### src/rtl/bp_pkg.sv
// bp_pkg: shared types, table geometry and counter helper for branch_predictor.
// The BTB entry layout is fixed by BP_PC_W/BP_ENTRIES; branch_predictor rejects mismatched parameters.
package bp_pkg;
    localparam int BP_PC_W    = 12;
    localparam int BP_ENTRIES = 16;
    localparam int BP_IDX_W   = $clog2(BP_ENTRIES);
    localparam int BP_TAG_W   = BP_PC_W - BP_IDX_W - 2;
    typedef enum logic [1:0] {SNT, WNT, WT, ST} ctr_t;
    localparam ctr_t CTR_RST = WNT;
    typedef struct packed {
        logic                valid;
        logic [BP_TAG_W-1:0] tag;
        logic [BP_PC_W-1:0]  target;
    } btb_entry_t;
    function automatic ctr_t ctr_next(ctr_t c, logic taken);
        return taken ? (c == ST ? ST : ctr_t'(c + 2'd1)) : (c == SNT ? SNT : ctr_t'(c - 2'd1));
    endfunction
endpackage

### src/rtl/bp_pht.sv
// bp_pht: pattern history table of 2-bit saturating counters.
// Ports: clk, rst (async, active-high, counters -> WNT); ridx/rctr combinational read;
//        we/widx/wtaken synchronous saturating update.
module bp_pht import bp_pkg::*; #(
    parameter int ENTRIES = 16,
    parameter int IDX_W   = $clog2(ENTRIES)
) (
    input  logic             clk,
    input  logic             rst,
    input  logic [IDX_W-1:0] ridx,
    output ctr_t             rctr,
    input  logic             we,
    input  logic [IDX_W-1:0] widx,
    input  logic             wtaken
);
    ctr_t pht [ENTRIES];
    assign rctr = pht[ridx];
    always_ff @(posedge clk or posedge rst)
        if (rst)
            for (int i = 0; i < ENTRIES; i++) pht[i] <= CTR_RST;
        else if (we)
            pht[widx] <= ctr_next(pht[widx], wtaken);
endmodule

### src/rtl/branch_predictor.sv
// branch_predictor: direct-mapped BTB plus 2-bit PHT giving a same-cycle next-PC prediction.
// Ports: clk, rst (async, active-high); lookup_pc -> pred_hit/pred_taken/pred_next_pc;
//        update_valid/update_pc/update_taken/update_target train the tables.
// Macro BP_GSHARE_EN: adds a GHR XOR-ed into the PHT index plus pred_ghr/update_ghr ports.
module branch_predictor import bp_pkg::*; #(
    parameter int PC_W    = BP_PC_W,
    parameter int ENTRIES = BP_ENTRIES,
    parameter int GHR_W   = 4
) (
    input  logic             clk,
    input  logic             rst,
    input  logic [PC_W-1:0]  lookup_pc,
    output logic             pred_taken,
    output logic             pred_hit,
    output logic [PC_W-1:0]  pred_next_pc,
`ifdef BP_GSHARE_EN
    output logic [GHR_W-1:0] pred_ghr,
`endif
    input  logic             update_valid,
    input  logic [PC_W-1:0]  update_pc,
    input  logic             update_taken,
    input  logic [PC_W-1:0]  update_target
`ifdef BP_GSHARE_EN
    ,input logic [GHR_W-1:0] update_ghr
`endif
);
    localparam int IDX_W = $clog2(ENTRIES);
    localparam int TAG_W = PC_W - IDX_W - 2;
    if (PC_W != BP_PC_W || ENTRIES != BP_ENTRIES || ENTRIES < 2 || (1 << IDX_W) != ENTRIES) begin : g_bad_geometry
        $error("branch_predictor: PC_W/ENTRIES must match bp_pkg and ENTRIES must be a power of 2");
    end
    btb_entry_t       btb [ENTRIES];
    btb_entry_t       lent;
    logic [IDX_W-1:0] lidx, uidx, lpidx, upidx;
    logic [TAG_W-1:0] ltag, utag;
    ctr_t             lctr;
    logic             unused_pc_lsbs;
    assign unused_pc_lsbs = ^{lookup_pc[1:0], update_pc[1:0]};
    assign lidx = lookup_pc[IDX_W+1:2];
    assign uidx = update_pc[IDX_W+1:2];
    assign ltag = lookup_pc[PC_W-1:IDX_W+2];
    assign utag = update_pc[PC_W-1:IDX_W+2];
`ifdef BP_GSHARE_EN
    if (GHR_W < 1 || GHR_W > IDX_W) begin : g_bad_ghr
        $error("branch_predictor: GHR_W must be within 1..IDX_W");
    end
    logic [GHR_W-1:0] ghr;
    // History is rebuilt from the resolved branch's own snapshot, repairing any stale value.
    always_ff @(posedge clk or posedge rst)
        if (rst)
            ghr <= '0;
        else if (update_valid)
            ghr <= GHR_W'({update_ghr, update_taken});
    assign pred_ghr = ghr;
    assign lpidx    = lidx ^ IDX_W'(ghr);
    assign upidx    = uidx ^ IDX_W'(update_ghr);
`else
    assign lpidx = lidx;
    assign upidx = uidx;
`endif
    bp_pht #(.ENTRIES(ENTRIES), .IDX_W(IDX_W)) u_pht (
        .clk   (clk),
        .rst   (rst),
        .ridx  (lpidx),
        .rctr  (lctr),
        .we    (update_valid),
        .widx  (upidx),
        .wtaken(update_taken)
    );
    // Taken updates write the same entry whether they hit (retarget) or miss (allocate/evict).
    always_ff @(posedge clk or posedge rst)
        if (rst)
            for (int i = 0; i < ENTRIES; i++) btb[i] <= '0;
        else if (update_valid && update_taken)
            btb[uidx] <= '{valid: 1'b1, tag: utag, target: update_target};
    assign lent         = btb[lidx];
    assign pred_hit     = lent.valid && lent.tag == ltag;
    assign pred_taken   = pred_hit && lctr[1];
    assign pred_next_pc = pred_taken ? lent.target : lookup_pc + PC_W'(4);
endmodule

### config.mk
export PLATFORM = sky130hd
export DESIGN_NAME = branch_predictor
export DESIGN_NICKNAME = d
export VERILOG_FILES = /design/src/rtl/bp_pkg.sv /design/src/rtl/bp_pht.sv /design/src/rtl/branch_predictor.sv
export SDC_FILE = /design/constraint.sdc
export NUM_CORES = 1
export LEC_CHECK = 0
export ABC_AREA = 1
export ABC_CLOCK_PERIOD_IN_PS = 32299
export BUFFER_PORTS_ARGS = -buffer_cell sky130_fd_sc_hd__buf_2
export CORE_MARGIN = 1
export CORE_UTILIZATION = 43
export CTS_BUF_LIST = sky130_fd_sc_hd__clkbuf_16
export DETAILED_ROUTE_END_ITERATION = 8
export GPL_ROUTABILITY_DRIVEN = 0
export SYNTH_ARGS = -nofsm -noshare
export SYNTH_HDL_FRONTEND = slang
export SYNTH_SLANG_ARGS = --single-unit
### constraint.sdc
create_clock -name clk -period 32.3 [get_ports clk]
set_clock_uncertainty 0.05 [all_clocks]
set_input_delay 3.23 -clock clk [delete_from_list [all_inputs] [get_ports clk]]
set_output_delay 3.23 -clock clk [all_outputs]
set_load 0.02 [all_outputs]
Word level (Yosys, flattened, before mapping):

Index checks and enable logic that the tools add are counted.

* register bits after elaboration: 336
* word-level logic and storage cells: 98
* input bits: 40
* output and inout port bits: 14

* mux-type cells: 19
* eq/ne operators: 2
* bitwise gates (word level): 2
* order comparisons: 3
* reduce and logical (&&, ||, !) cells: 5
* $add $sub $neg: 3

Operator list (count)
* 304-bit bitwise mux: 1
* 19-bit binary-select mux with 4-bit select: 1
* 19-bit demux with 4-bit select: 1
* 19-bit two-way mux: 3
* 32-bit bitwise mux: 1
* 2-bit binary-select mux with 4-bit select: 2
* 2-bit two-way mux: 8
* 12-bit by 3-bit adder with 12-bit output (second input constant): 1
* 12-bit two-way mux: 1
* 5-bit >= comparator (second input constant): 2
* 4-bit inverter with 5-bit output: 2
* 2-bit demux with 4-bit select: 1
* 6-bit equality test: 1
* 5-bit by 1-bit less-than comparator with 1-bit output (second input constant): 1
* 1-bit logical AND: 4
* 2-bit by 1-bit adder with 2-bit output (second input constant): 1
* 2-bit equality test (second input constant): 1
* 2-bit logical NOT: 1
* 2-bit by 1-bit subtractor with 2-bit output (second input constant): 1

Logic depth before layout (Yosys ltp):

* depth after elaboration: 8
* depth in mapped cells: 19
* depth with buffers taken out: 16

Cells and area by module:

Synthesis repeated with hierarchy kept, for this count alone.

* cell total of the unflattened synthesis: 2099
* area, all modules: 16243.1 sq um

Modules (own cells, without submodules)
* branch_predictor: sequential area each 7607.3 sq um, cells an instance 1774, area an instance 14076.0 sq um, times used 1
* bp_pht: sequential area each 820.8 sq um, cells an instance 325, area an instance 2167.1 sq um, times used 1

Least setup slack after synthesis:

No wires, ideal clock.

* kind: in2out
* start: in lookup_pc[3]
* end: out pred_next_pc[10]
* arrival: 4.671 ns
* required time: 29.020 ns
* stages on the path: 16
* slack: 24.349 ns
* buffers on the path: 3
* path through: buf_4 > inv_2 > buf_6 > nand3_1 > nand2_1 > nand2_1 > nand2_1 > inv_1 > nand3_1 > nand2_1 > nor2_1 > nand2_1 > nor2_4 > buf_6 > nand3_1 > nand2_1

* word-level cells in the longest chain between the ends: 8
* elaborated cells on any way between the ends: 12
* those cells by class: 1 x add/sub; 1 x eq/ne; 7 x mux; 1 x bitwise; 2 x reduce/logical

RTL lines
* start: declaration: RTL line branch_predictor.sv:12 `input logic [PC_W-1:0] lookup_pc,`
* 4-bit inverter with 5-bit output (implied by the code) (*): RTL line branch_predictor.sv:76 `assign lent = btb[lidx];`
* 19-bit binary-select mux with 4-bit select (*): RTL line branch_predictor.sv:76
* 19-bit two-way mux (implied by the code) (*) (2 in series): RTL line branch_predictor.sv:76
* 6-bit equality test: RTL line branch_predictor.sv:77 `assign pred_hit = lent.valid && lent.tag == ltag;`
* 1-bit logical AND (*): RTL line branch_predictor.sv:77
* via pred_hit: RTL line branch_predictor.sv:14 `output logic pred_hit,`
* 1-bit logical AND (*): RTL line branch_predictor.sv:78 `assign pred_taken = pred_hit && lctr[1];`
* 12-bit two-way mux (*): RTL line branch_predictor.sv:79 `assign pred_next_pc = pred_taken ? lent.target : lookup_pc + PC_W'(4);`
* end: declaration: RTL line branch_predictor.sv:15 `output logic [PC_W-1:0] pred_next_pc,`

Mark *: on every way through the listed nets, which the timed path passes. The rest lies on a longest branch. The select of a mux whose other input is x is not followed.

Final worst setup path:

* start: in lookup_pc[4]
* end: out pred_next_pc[11]

* word-level cells in the longest chain between the ends: 8
* elaborated cells on any way between the ends: 12
* those cells by class: 1 x add/sub; 1 x eq/ne; 7 x mux; 1 x bitwise; 2 x reduce/logical

RTL lines (RTL line)
* 4-bit inverter with 5-bit output (implied by the code): bp_pht.sv:17, branch_predictor.sv:76
* 19-bit binary-select mux with 4-bit select: branch_predictor.sv:76
* 19-bit two-way mux (implied by the code) (2 in series): branch_predictor.sv:76
* 6-bit equality test: branch_predictor.sv:77
* 1-bit logical AND: branch_predictor.sv:77
* 1-bit logical AND: branch_predictor.sv:78
* 12-bit two-way mux (*): branch_predictor.sv:79

Mark *: on every way between the ends. The rest lies on a longest branch, timed or not. The select of a mux whose other input is x is not followed.

==> summary.txt <==
Outcome
  • Status: finished clean

Clock network
  • Clock Sinks: 336
  • CTS tree: done
  • Clock Path Buffers: 3
  • Hold Buf Count CTS: 0
  • Clock H-tree levels: 2
  • Post-CTS resize count: 0
  • Clock-pin transition on the worst setup and hold timing paths: 0.06 ns
  • Setup bufs post-CTS: 0
  • Worst skew pair latency: 0.53 ns
  • Root Buffer Master: clkbuf_16
  • CTS buffer count: 38

Detailed routing
  • Routed wire length: approximately 47 mm
  • Drt pass-1 iters: 5
  • Routed vias/inst: 5.45
  • DR vias: ~13,000
  • Routed wire per std cell: 19.0 um
  • Antenna-violating nets left: 0
  • DR iter-0 viols: 996
  • DRC errors left: 0

Power
  • Overall power: 1.12 mW
  • Pwr/cell area: 64.3 nW/um^2
  • Leakage Power: 8.35 nW
  • Clock power frac: 0.361
  • Combinational power share: 0.152
  • Switching pwr: 0.319 mW
  • Switching Share: 0.285
  • Int Power: 0.799 mW
  • Max VDD drop: 0.0340 mV
  • Sequential share of power: 0.487

Floorplanning
  • Die height: 194 um
  • Row cnt: 70
  • Initial Util: 0.436
  • Die Span X: between 150 and 200 um
  • Die Area: ~38,000 um^2
  • Core ar.: between 30,000 and 40,000 um^2
  • Io pins: 54

Finish
  • # fillers: roughly 3,600
  • Post-layout nets: 2,003
  • Multi-input gate area: 6300 um^2
  • Area grow syn2layout: 9.50%
  • Non-filler cells, final: 2,458
  • Fin util: 0.477
  • Layout cell share with drive strength beyond 1: 0.0804
  • Final Cell Area: 17,400 um^2
  • N_diodes: 0
  • Flip-flop and latch area: 8430 um^2

Critical path
  • CP top delay family: buffers and inverters
  • CP Depth: 9
  • Critical path arrival: 6.93 ns
  • R2R cell count: 8
  • Slowest stage cell, crit path: clkinv_1
  • CP Cell Sequence: buf_2 -> clkinv_1 -> a21oi_1 -> a221oi_2 -> nor2_2 -> nand3_2 -> nand2_1 -> nand2_1 -> buf_2
  • Crit Path Category: input port to primary output
  • Worst Path Buf+Inv: 3
  • Worst setup EP type: primary output
  • CP peak stage delay: 1.03 ns
  • Worst r2r src: u_pht.pht[7]
  • R2r endpoint: u_pht.pht[5]
  • WP data required: 29.02 ns
  • Nature of the critical path startpoint: input port
  • FF-to-FF setup slack: 29.99 ns
  • Worst-path fanout max: 27

Synthesis
  • Post-Syn Area per Cell: 8.01 um^2
  • Post-Synth Adder-Cell Area: 0.000788
  • Yosys top cell area share: 0.504
  • Number of enable flip-flop cells after synthesis: 0
  • Compound-Gate Fraction of Synth Area: 0.173
  • Synth warn: 0
  • Sequential-to-total area share from yosys stat: 0.531
  • Count leader, synth: nand2_1
  • Top cells by area, synth: dfrtp_1 (50%), nand2_1 (14%), o21ai_0 (12%)
  • #FFs+latches synth: between 300 and 400
  • Top cells by count, synth: nand2_1 (582), o21ai_0 (386), dfrtp_1 (320), nor2_1 (168), inv_1 (111)
  • Async SR Flop Fraction: 1.00
  • Post-synth top flop: dfrtp_1
  • Simple-Gate Fraction of Synth Area: 0.218
  • Largest area contributor in the netlist: dfrtp_1
  • Post-Syn Area: 15,900 um^2
  • Cells after Synth: just under 2,000
  • Largest family of logic cells by synthesized area: simple AND/OR/NAND/NOR gates
  • Yosys cell types: 35
  • Mapped Nets: 2,024
  • Mux contribution to synthesized area: 0
  • XOR/XNOR Fraction of Synth Area: 0.00441

STA
  • Minimum clock period: around 10 ns
  • Fmax: 0.0980 GHz
  • Final hold viol count: 0
  • Max-slew violation count: 0
  • Hold_ws: 0.398 ns
  • Final WS setup: 22.09 ns
  • Worst-margin pin slew: 1.15 ns
  • Slew headroom: 0.233
  • Setup TNS Final: 0 ns
  • Final period util: 0.316
  • Setup violations, final: 0
  • RSZ-0062 raised after global routing: no

Placed design
  • Setup WS pre-CTS: 22.11 ns
  • Area after DPL: 16,200 um^2
  • Port Buffer Count: 51
  • Detail Placement HPWL: 25.9 mm
  • Placed Instances: 2,390

GRT
  • First-pass GRT wire length: 74.7 mm
  • Initial antenna violation count: 1
  • Pin count of the biggest net entering global routing: 136
  • GRT Overall Usage: 0.254
  • Vias in the first global route: 13,001
  • Grt total ovfl: 0

Hold path
  • Worst Hold Launch: btb[208]
  • Hold worst-path end: btb[208]
  • Hold path cells: 2
  • Tightest Hold Check Type: flip-flop to flip-flop

Job
  • Max cap viols: 0
[worst min-delay path: cells and delay by family, from the launching register on]
family | cells | cell delay (ns)
DFF | 1 | 0.32
buffers and inverters | 1 | 0.04
and+or+nand+nor | 1 | 0.05
[power groups by stage]
stage / registers (mW) / clock network, mW / logic [mW]
after global placement: 0.549 / 0 / 0.166
after CTS: 0.545 / 0.411 / 0.171
final: 0.545 / 0.403 / 0.170
after detailed placement: 0.551 / 0 / 0.171
after floorplan: 0.541 / 0 / 0.134
after global routing: 0.555 / 0.428 / 0.199
[worst max path at each step]
stage                       from                to
floorplan                    rst            btb[0]
CTS                 lookup_pc[4]  pred_next_pc[11]
global placement    lookup_pc[4]  pred_next_pc[11]
finish              lookup_pc[4]  pred_next_pc[11]
global route        lookup_pc[4]  pred_next_pc[11]
detailed placement  lookup_pc[4]  pred_next_pc[11]
[cells by family after synthesis]
logic type,after synthesis
AO/OA/AOI/OAI,509
flip-flops,336
buffers and inverters,258
adder cells (fa/ha/maj),1
AND/OR/NAND/NOR,871
XOR/XNOR,8
[sequential cells by signal, summed over array words and instances (netlist names)]
register / count
btb: 304
u_pht.pht: 32
[final cells by class]
cell class | instances | share of cell area
inverter | 119 | 0.0264
timing repair buffer | 78 | 0.0265
clock inverter | 29 | 0.00972
clock buffer | 39 | 0.0561
tap | 468 | 0.0337
multi-input combinational | 1389 | 0.363
sequential | 336 | 0.485
[per-layer routing]
layer	up-vias	share of wire	GRT usage
met1	6451	0.45	0.346
met5	-	0	0
met4	0	0.024	0.0761
li1	6453	-	-
met2	403	0.47	0.427
met3	80	0.053	0.0292
[cell usage in the layout, fill, tap and decap left out, drive strengths merged]
cell | Yosys | final
o221ai | 21 | 21
bufinv | 0 | 2
a22oi | 9 | 9
o21ai | 400 | 400
a31oi | 16 | 16
inv | 118 | 135
buf | 46 | 78
nand2 | 583 | 583
nand3 | 112 | 112
nor3 | 3 | 3
dfrtp | 320 | 320
ha | 1 | 1
xor2 | 8 | 8
clkbuf | 93 | 39
a21oi | 24 | 24
clkinv | 1 | 11
a221oi | 1 | 1
a32o | 1 | 1
nor2 | 172 | 172
nand4 | 1 | 1
o211ai | 10 | 10
o22ai | 27 | 27
dfstp | 16 | 16
Note: power is estimated with default switching activity, not from simulation.
